[config.mk]
export PLATFORM = sky130hd
export DESIGN_NAME = resp_fifo_port
export DESIGN_NICKNAME = d
export VERILOG_FILES = /design/src/rtl/resp_fifo_pkg.sv /design/src/rtl/resp_fifo_core.sv /design/src/rtl/resp_fifo_port.sv
export SDC_FILE = /design/constraint.sdc
export NUM_CORES = 1
export LEC_CHECK = 0
export CAP_MARGIN = 10
export CORE_MARGIN = 3
export CORE_UTILIZATION = 44
export DETAILED_ROUTE_END_ITERATION = 10
export PLACE_DENSITY = 0.58
export SETUP_SLACK_MARGIN = 0.2
export SLEW_MARGIN = 40
export SYNTH_ARGS = -nofsm -noshare
export SYNTH_HDL_FRONTEND = slang
export SYNTH_SLANG_ARGS = --single-unit
[constraint.sdc]
create_clock -name clock -period 3.2 [get_ports clock]
set_input_delay 0.32 -clock clock [delete_from_list [all_inputs] [get_ports clock]]
set_output_delay 0.32 -clock clock [all_outputs]
set_load 0.05 [all_outputs]
[src/rtl/resp_fifo_pkg.sv]
// resp_fifo_pkg: shared constants for the slave-to-master response FIFO port.
//   - default PicoBlaze port addresses
//   - bit positions inside the status byte
//   - interrupt request FSM encoding
package resp_fifo_pkg;

  localparam logic [7:0] DEF_WR_PORT      = 8'h10;
  localparam logic [7:0] DEF_RD_DATA_PORT = 8'h20;
  localparam logic [7:0] DEF_RD_STAT_PORT = 8'h21;
  localparam logic [7:0] DEF_RD_CNT_PORT  = 8'h22;

  localparam int STAT_EMPTY = 0;
  localparam int STAT_FULL  = 1;
  localparam int STAT_THR   = 2;
  localparam int STAT_OVF   = 3;
  localparam int STAT_UNF   = 4;

  typedef enum logic [1:0] {
    IRQ_IDLE       = 2'd0,
    IRQ_REQ        = 2'd1,
    IRQ_ARMED_WAIT = 2'd2
  } irq_state_e;

endpackage

[src/rtl/resp_fifo_core.sv]
// resp_fifo_core: storage, pointers, occupancy and sticky error flags.
// Ports:
//   clock, reset        rising-edge clock, async active-low reset
//   push_req_i/pop_req_i  decoded push / pop requests
//   wr_data_i           byte to push
//   clr_sticky_i        clear overflow/underflow (status read)
//   head_o              entry at the read pointer
//   count_o/count_next_o  current and next-state occupancy
//   full_o/empty_o      registered flags coherent with count_o
//   overflow_o/underflow_o  sticky error flags
module resp_fifo_core #(
  parameter int DEPTH  = 16,
  parameter int DATA_W = 8,
  localparam int PTR_W = $clog2(DEPTH),
  localparam int CNT_W = $clog2(DEPTH + 1)
) (
  input  logic              clock,
  input  logic              reset,
  input  logic              push_req_i,
  input  logic              pop_req_i,
  input  logic [DATA_W-1:0] wr_data_i,
  input  logic              clr_sticky_i,
  output logic [DATA_W-1:0] head_o,
  output logic [CNT_W-1:0]  count_o,
  output logic [CNT_W-1:0]  count_next_o,
  output logic              full_o,
  output logic              empty_o,
  output logic              overflow_o,
  output logic              underflow_o
);

  logic [DATA_W-1:0] mem_q [DEPTH];
  logic [PTR_W-1:0]  wr_ptr_q, wr_ptr_d, rd_ptr_q, rd_ptr_d;
  logic [CNT_W-1:0]  count_q, count_d;
  logic              full_q, empty_q, ovf_q, ovf_d, unf_q, unf_d;
  logic              push, pop;

  always_comb begin
    pop      = pop_req_i && !empty_q;
    // a pop in the same cycle frees the slot a full FIFO needs
    push     = push_req_i && (!full_q || pop);
    count_d  = count_q;
    if (push && !pop)      count_d = count_q + CNT_W'(1);
    else if (pop && !push) count_d = count_q - CNT_W'(1);
    wr_ptr_d = push ? wr_ptr_q + PTR_W'(1) : wr_ptr_q;
    rd_ptr_d = pop  ? rd_ptr_q + PTR_W'(1) : rd_ptr_q;
    // a new error event in the clearing cycle keeps the flag set
    ovf_d = ovf_q;
    if (push_req_i && !push) ovf_d = 1'b1;
    else if (clr_sticky_i)   ovf_d = 1'b0;
    unf_d = unf_q;
    if (pop_req_i && empty_q) unf_d = 1'b1;
    else if (clr_sticky_i)    unf_d = 1'b0;
  end

  always_ff @(posedge clock or negedge reset) begin
    if (!reset) begin
      wr_ptr_q <= '0;
      rd_ptr_q <= '0;
      count_q  <= '0;
      full_q   <= 1'b0;
      empty_q  <= 1'b1;
      ovf_q    <= 1'b0;
      unf_q    <= 1'b0;
    end else begin
      wr_ptr_q <= wr_ptr_d;
      rd_ptr_q <= rd_ptr_d;
      count_q  <= count_d;
      full_q   <= (count_d == CNT_W'(DEPTH));
      empty_q  <= (count_d == '0);
      ovf_q    <= ovf_d;
      unf_q    <= unf_d;
    end
  end

  // storage is intentionally not reset
  always_ff @(posedge clock) begin
    if (push) mem_q[wr_ptr_q] <= wr_data_i;
  end

  assign head_o       = mem_q[rd_ptr_q];
  assign count_o      = count_q;
  assign count_next_o = count_d;
  assign full_o       = full_q;
  assign empty_o      = empty_q;
  assign overflow_o   = ovf_q;
  assign underflow_o  = unf_q;

endmodule

[src/rtl/resp_fifo_port.sv]
// resp_fifo_port: return-path FIFO endpoint, slave PicoBlaze -> master PicoBlaze.
// Ports:
//   clock, reset                 rising-edge clock, async active-low reset
//   wr_port_id/wr_data/wr_strobe slave OUTPUT bus
//   rd_port_id/rd_strobe         master INPUT bus
//   rd_data                      registered byte for master in_port
//   interrupt/interrupt_ack      level-threshold request with KCPSM6 ack
//   full/empty/overflow/underflow  FIFO status
//
// Interrupt FSM:
//   state          | meaning
//   IRQ_IDLE       | below threshold, waiting for a crossing
//   IRQ_REQ        | interrupt asserted until acked
//   IRQ_ARMED_WAIT | acked, waiting for occupancy to fall below threshold
module resp_fifo_port
  import resp_fifo_pkg::*;
#(
  parameter int         DEPTH        = 16,
  parameter int         DATA_W       = 8,
  parameter int         THRESHOLD    = 4,
  parameter logic [7:0] WR_PORT      = DEF_WR_PORT,
  parameter logic [7:0] RD_DATA_PORT = DEF_RD_DATA_PORT,
  parameter logic [7:0] RD_STAT_PORT = DEF_RD_STAT_PORT,
  parameter logic [7:0] RD_CNT_PORT  = DEF_RD_CNT_PORT
) (
  input  logic              clock,
  input  logic              reset,
  input  logic [7:0]        wr_port_id,
  input  logic [DATA_W-1:0] wr_data,
  input  logic              wr_strobe,
  input  logic [7:0]        rd_port_id,
  input  logic              rd_strobe,
  output logic [DATA_W-1:0] rd_data,
  output logic              interrupt,
  input  logic              interrupt_ack,
  output logic              full,
  output logic              empty,
  output logic              overflow,
  output logic              underflow
);

  localparam int               CNT_W = $clog2(DEPTH + 1);
  localparam logic [CNT_W-1:0] THR   = CNT_W'(THRESHOLD);

  logic              push_req, pop_req, stat_rd;
  logic [DATA_W-1:0] head, status, rd_data_d, rd_data_q;
  logic [CNT_W-1:0]  count, count_next;
  irq_state_e        state_q;
  logic              irq_q;

  resp_fifo_core #(.DEPTH(DEPTH), .DATA_W(DATA_W)) u_core (
    .clock        (clock),
    .reset        (reset),
    .push_req_i   (push_req),
    .pop_req_i    (pop_req),
    .wr_data_i    (wr_data),
    .clr_sticky_i (stat_rd),
    .head_o       (head),
    .count_o      (count),
    .count_next_o (count_next),
    .full_o       (full),
    .empty_o      (empty),
    .overflow_o   (overflow),
    .underflow_o  (underflow)
  );

  always_comb begin
    push_req = wr_strobe && (wr_port_id == WR_PORT);
    pop_req  = rd_strobe && (rd_port_id == RD_DATA_PORT);
    stat_rd  = rd_strobe && (rd_port_id == RD_STAT_PORT);
    status             = '0;
    status[STAT_EMPTY] = empty;
    status[STAT_FULL]  = full;
    status[STAT_THR]   = (count >= THR);
    status[STAT_OVF]   = overflow;
    status[STAT_UNF]   = underflow;
    // registered every cycle from port_id; strobe only gates side effects
    rd_data_d = '0;
    if (rd_port_id == RD_DATA_PORT)      rd_data_d = empty ? '0 : head;
    else if (rd_port_id == RD_STAT_PORT) rd_data_d = status;
    else if (rd_port_id == RD_CNT_PORT)  rd_data_d = DATA_W'(count);
  end

  always_ff @(posedge clock or negedge reset) begin
    if (!reset) rd_data_q <= '0;
    else        rd_data_q <= rd_data_d;
  end

  always_ff @(posedge clock or negedge reset) begin
    if (!reset) begin
      state_q <= IRQ_IDLE;
      irq_q   <= 1'b0;
    end else begin
      case (state_q)
        IRQ_IDLE: begin
          if (count_next >= THR) begin
            state_q <= IRQ_REQ;
            irq_q   <= 1'b1;
          end
        end
        // request holds until acked even if occupancy has already dropped
        IRQ_REQ: begin
          if (interrupt_ack) begin
            state_q <= IRQ_ARMED_WAIT;
            irq_q   <= 1'b0;
          end
        end
        IRQ_ARMED_WAIT: begin
          if (count_next < THR) state_q <= IRQ_IDLE;
        end
        default: begin
          state_q <= IRQ_IDLE;
          irq_q   <= 1'b0;
        end
      endcase
    end
  end

  assign rd_data   = rd_data_q;
  assign interrupt = irq_q;

endmodule

==> results of run 1 <==
==> critical path, stage by stage <==
cell and delay [ps]:
clkdlybuf4s50_1 400, or4b_4 560, or3_1 400, a21oi_2 350, nand2_1 220, nor2_1 180
buf_4 200
==> through the flow <==
step	total power (W)	util [%]
floorplan	0.002405	-
global placement	0.002518	51.17
detailed placement	0.002524	51.14
CTS	0.004495	55.33
global route	0.004610	55.33
finish	0.004450	55.33
==> Yosys cell counts (2+ instances only) <==
library cell	n	area share, %
ha_1	7	1.4
mux2_2	6	1.0
nor3_2	2	0.31
or3_1	2	0.19
xnor2_1	8	1.1
a21o_1	2	0.23
nor4b_2	2	0.47
nor2b_1	6	0.58
a31oi_1	2	0.19
nor3_1	5	0.39
a22oi_1	4	0.47
nand3_1	2	0.16
o22ai_1	4	0.39
o21ai_0	5	0.39
and4b_1	2	0.31
a21oi_1	11	0.85
nor4_1	3	0.29
nand2_1	14	0.81
mux2i_1	8	1.2
mux4_2	32	11
buf_2	3	0.23
buf_1	2	0.12
edfxtp_1	128	60
nand2b_1	3	0.29
clkbuf_1	10	0.58
nand4_1	4	0.39
o31ai_1	2	0.23
a211oi_1	7	0.81
nor2_1	26	1.5
dfrtp_1	27	10
inv_1	6	0.35
==> power groups by stage <==
stage	clock, W	sequential [W]	combinational (W)
floorplan	0	0.00232	0.0000803
global placement	0	0.00230	0.000219
detailed placement	0	0.00230	0.000223
CTS	0.00201	0.00226	0.000225
global route	0.00210	0.00226	0.000242
finish	0.00197	0.00226	0.000221
==> per-layer routing <==
| layer | global-route usage, % | up-vias | share of wire (%) |
|---|---|---|---|
| met5 | 0 | - | 0 |
| met4 | 7.129 | 0 | 1.5 |
| met3 | 3.804 | 16 | 5.0 |
| met2 | 29.45 | 83 | 51 |
| met1 | 22.49 | 1763 | 42 |
| li1 | - | 1588 | - |
==> kinds of logic (layout without fill, tap and decap cells) <==
kind of cell,Yosys count,in the layout,share of synthesized area [%]
mux,46,46,13.46
buf+inv,23,105,1.629
simple gates,80,80,7.196
flops,156,156,70.46
compound gates,44,44,4.674
fa+ha+maj,7,7,1.358
xor+xnor,9,9,1.222
==> how the worst max path moves through the flow <==
stage | start | to | slack [ps] | cells past startpoint
finish | wr_port_id[2] | u_core.mem_q[7][4] | 680 | 7
global route | wr_port_id[2] | u_core.mem_q[7][4] | 540 | 7
CTS | wr_port_id[2] | u_core.mem_q[7][3] | 670 | 7
detailed placement | wr_port_id[2] | u_core.mem_q[7][1] | 220 | 7
global placement | wr_port_id[2] | u_core.mem_q[7][3] | 270 | 7
floorplan | wr_port_id[2] | u_core.mem_q[3][0] | 410 | 6
==> flip-flops by register name, indices dropped and copies added (netlist names) <==
| name | count |
|---|---|
| u_core.rd_ptr_q | 4 |
| interrupt | 1 |
| u_core.underflow_o | 1 |
| u_core.mem_q | 128 |
| rd_data | 8 |
| u_core.wr_ptr_q | 4 |
| u_core.count_o | 5 |
| u_core.empty_o | 1 |
| u_core.full_o | 1 |
| u_core.overflow_o | 1 |
| state_q | 2 |
==> cell type report <==
cell class              count  area, um2
well taps                 180      225.2
inverters                   6      22.52
clock buffers              19      432.9
flip-flops and latches    156       4547
repair buffers             68      623.1
multi-input cells         186       1800
fillers                  1134       6297
clock inverters            12      147.6
==> metrics.md, run 1 <==
| Metric | Value |
|---|---|
| Status | finished, final reports clean |
| Most common cell after layout, fill and taps aside | edfxtp_1 |
| Reg2Reg Depth | 5 |
| CP startpoint kind | input port |
| Worst-Margin Slew | 752.5 ps |
| Share of cells above drive strength 1 | 24.38% |
| Syn avg cell area | 17.67 um2 |
| Number of synthesized register bits | 156 |
| Global-route wire length before repair | 20830 um |
| Logic pwr share | 5.0% |
| Cells after DPL | 595 |
| Clk_lat worst skew | 420 ps |
| Clock group share of total power | 44.3% |
| Routability cong. | 0.8421 |
| Placed inst area | 7208 um2 |
| Final slew viol count | 0 |
| Seq/Total Area, Yosys | 70.46% |
| GRT Overall Usage | 17.59% |
| Rel. slew slack | 49.83% |
| Sink Count | 156 |
| Number of global-route vias before repair | 3690 |
| Sw Ratio | 20.54% |
| Area grow syn2layout | 20.89% |
| Switching power | 0.0009141 W |
| Resized cells post-CTS | 0 |
| Syn Nets | 401 |
| Congestion Overflow GR | 0 |
| Highest-count cells in the layout ignoring fill and taps | 128 x edfxtp_1, 40 x clkdlybuf4s50_1, 32 x mux4_2 |
| Number of antenna diodes | 0 |
| Fraction of registers with async set or reset after synthesis | 17.95% |
| Fmax | 0.3967 GHz |
| Unrepaired setup endpoints after global routing | false |
| CP Data Arrival Time | 2650 ps |
| Maximum VDD drop | 341.2 uV |
| HPWL after DPL | 8925 um |
| Vias per cell | 5.502 |
| Chip height | 127.1 um |
| CTS max path bufs | 2 |
| Mapped Cells | 365 |
| Port bufs | 41 |
| FP Rows | 43 |
| Final hold violation count | 0 |
| WL/cell | 20.88 um |
| Iteration-0 DRC Markers | 132 |
| # setup viols final | 0 |
| TNS Setup | 0 ps |
| Antenna violations before repair | 0 |
| R2R setup slack | 910 ps |
| Final period utilization | 78.78% |
| Final cell count without fillers | 627 |
| Initial Utilization | 45.77% |
| CTS clk-pin slew, worst paths | 60 ps |
| DRC viols | 0 |
| Min Hold Slack | 391.7 ps |
| CP Max Fanout | 8 |
| Reg power frac | 50.8% |
| Fin nets | 471 |
| Pre-antenna DRT Iters | 4 |
| Vias | 3450 |
| Netlist Area Pre-Place | 6451 um2 |
| Die area | 16150 um2 |
| TritonCTS Buffers | 17 |
| P per Cell Area | 570.6 nW/um2 |
| Final WS setup | 679.0 ps |
| Final Skew | 16.71 ps |
| Final wirelength | 13090 um |
| Number of I/O pins | 42 |
| CTS Hold Bufs | 1 |
| Finished Cell Area | 7799 um2 |
| Setup WS pre-CTS | 221.4 ps |
| Crit Reg-Reg Startpoint | u_core.rd_ptr_q[0] |
| Post-route ant nets | 0 |
| Worst Hold Class | input port to async pin |
| Largest net degree at the start of global routing | 20 |
| Synth unique cells | 51 |
| Max-cap violations | 0 |
| Ys Warns | 0 |
| Clock period minus worst slack | 2521 ps |
| WP data required | 3330 ps |
| CTS tree | built |
| Worst Setup Path Type | input port to flip-flop |
| Worst R2R End | rd_data[6] |
| Die Width | 127.1 um |
| Internal | 0.003536 W |
| EDFF count, synth | 128 |
| Root buffer cell | clkbuf_16 |
| Setup bufs post-CTS | 0 |
| Worst setup EP type | flip-flop |
| Main synth FF type | edfxtp_1 |
| Core region area | 14100 um2 |
| CTS HTree Levels | 4 |
| LEAKAGE | 2.621 nW |
No activity file was read; power rests on OpenSTA's default activity.
==> inputs of run 2 (changes only) <==
PLACE_DENSITY = 0.61   (was 0.58)
clock period = 2.1 ns   (was 3.2 ns; I/O delays follow)
==> metrics.md, run 2 (synthesis results as in run 1) <==
| Metric | Value |
|---|---|
| Family with the most delay on the worst path | buffers and inverters |
| Clk_lat worst skew | 420 ps |
| Vias per cell | 5.444 |
| Min Hold Slack | 184.8 ps |
| Final hold violation count | 0 |
| Final cell count without fillers | 664 |
| Fmax | 0.5141 GHz |
| Crit path buf inv count | 4 |
| Final slew viol count | 0 |
| Pre-antenna DRT Iters | 4 |
| Final core utilization | 61.12% |
| Unrepaired setup endpoints after global routing | true |
| P per Cell Area | 786.7 nW/um2 |
| # setup viols final | 0 |
| Initial Utilization | 45.77% |
| CP max stage delay | 400 ps |
| Post-route ant nets | 0 |
| Worst setup EP type | flip-flop |
| WP data required | 2250 ps |
| Root buffer cell | clkbuf_16 |
| Iteration-0 DRC Markers | 294 |
| Routability cong. | 0.8083 |
| Largest Register | u_core.mem_q |
| Chip height | 127.1 um |
| DRC viols | 0 |
| Final WS setup | 154.9 ps |
| Worst-path cell chain | nor3_4 > nand4_1 > buf_6 > a21oi_4 > buf_12 > buf_12 > nand2_8 > nor3_4 > buf_12 |
| Area grow syn2layout | 33.55% |
| Worst Hold Class | input port to async pin |
| HPWL after DPL | 9482 um |
| Worst R2R End | u_core.mem_q[2][7] |
| CTS Hold Bufs | 0 |
| Number of antenna diodes | 0 |
| Number of I/O pins | 42 |
| CP startpoint kind | flip-flop |
| Max-cap violations | 0 |
| Die Width | 127.1 um |
| CP Data Arrival Time | 2090 ps |
| Setup WS pre-CTS | -725.3 ps |
| Sink Count | 156 |
| Die area | 16150 um2 |
| CTS clk-pin slew, worst paths | 70 ps |
| Largest net degree at the start of global routing | 29 |
| CTS max path bufs | 2 |
| Final Skew | 8.368 ps |
| Most used cell, CP | buf_12 |
| Congestion Overflow GR | 0 |
| Cells after DPL | 620 |
| Max reg flops | 128 |
| Core region area | 14100 um2 |
| Global-route wire length before repair | 21660 um |
| Number of global-route vias before repair | 3700 |
| Worst-Margin Slew | 691.7 ps |
| Share of cells above drive strength 1 | 39.88% |
| Most common cell after layout, fill and taps aside | edfxtp_1 |
| Status | finished, final reports clean |
| Highest-count cells in the layout ignoring fill and taps | 128 x edfxtp_1, 36 x buf_4, 32 x mux4_2 |
| Maximum VDD drop | 550.9 uV |
| CP Max Fanout | 8 |
| FP Rows | 43 |
| CTS tree | built |
| Crit Reg-Reg Startpoint | u_core.empty_o |
| Clock period minus worst slack | 1945 ps |
| Final period utilization | 92.62% |
| Rel. slew slack | 53.74% |
| Final wirelength | 13870 um |
| R2R setup slack | 150 ps |
| GRT Overall Usage | 18.27% |
| Slowest cell on the critical path | dfstp_2 |
| Port bufs | 41 |
| Worst Setup Path Type | flip-flop to flip-flop |
| LEAKAGE | 2.945 nW |
| WL/cell | 20.89 um |
| Vias | 3615 |
| Fin nets | 507 |
| CTS HTree Levels | 4 |
| Antenna violations before repair | 0 |
| Reg2Reg Depth | 9 |
| TritonCTS Buffers | 17 |
==> run 2: cell count changes in the layout (fill, tap and decap cells not counted), sizes merged, moves of 3 or more <==
cell / change
inv: +10
bufinv: -3
clkdlybuf4s50: -12
buf: +38
dlygate4sd2: +9
clkinv: -5
==> run 2: final cells by class <==
class                           count  area [um2]
Tap cell                          180       225.2
Sequential cell                   156        4551
Clock inverter                     15       146.4
Timing Repair Buffer              104        1160
Fill cell                        1015        5480
Multi-Input combinational cell    186        2086
Inverter                            6       22.52
Clock buffer                       17       425.4
==> run 2: stage by stage <==
stage          total power [W]  cell area (um2)  setup TNS (ps)
2_1_floorplan         0.003675             6574          -20170
3_3_place_gp          0.003873             7720          -85800
3_5_place_dp          0.003879             7720          -88930
4_1_cts               0.006816             8467               0
5_1_grt               0.007011             8616               0
6_report              0.006778             8616               0
==> run 2: where the power goes <==
part           internal, W  switching, W  leakage (nW)
Sequential         0.00339     0.0000515          1.52
Combinational     0.000178      0.000226          1.15
Clock              0.00158       0.00135         0.278
Total              0.00515       0.00163          2.95
==> run 2: worst max-delay path by stage <==
stage	endpoint	cells past startpoint	from	slack, ps
3_5_place_dp	u_core.mem_q[6][5]	7	wr_port_id[2]	-730
3_3_place_gp	u_core.mem_q[6][6]	7	wr_port_id[2]	-710
4_1_cts	u_core.mem_q[2][7]	9	u_core.empty_o	160
6_report	u_core.mem_q[2][7]	9	u_core.empty_o	150
5_1_grt	u_core.mem_q[2][6]	9	u_core.empty_o	100
2_1_floorplan	u_core.mem_q[3][0]	6	wr_port_id[2]	-210
==> run 2: what timing repair did <==
item / CTS / global route
resized for setup: 46 / 19
pin swaps: 14 / 11
endpoints found under the setup margin: 146 / 98
setup buffers: 7 / 4
cloned: 0 / 1
==> run 2: metal layers <==
metal	GRT usage (%)	part of all wire, %
met5	0	0
met4	6.688	1.7
met3	4.891	5.0
met2	26.96	45
met1	26.41	48
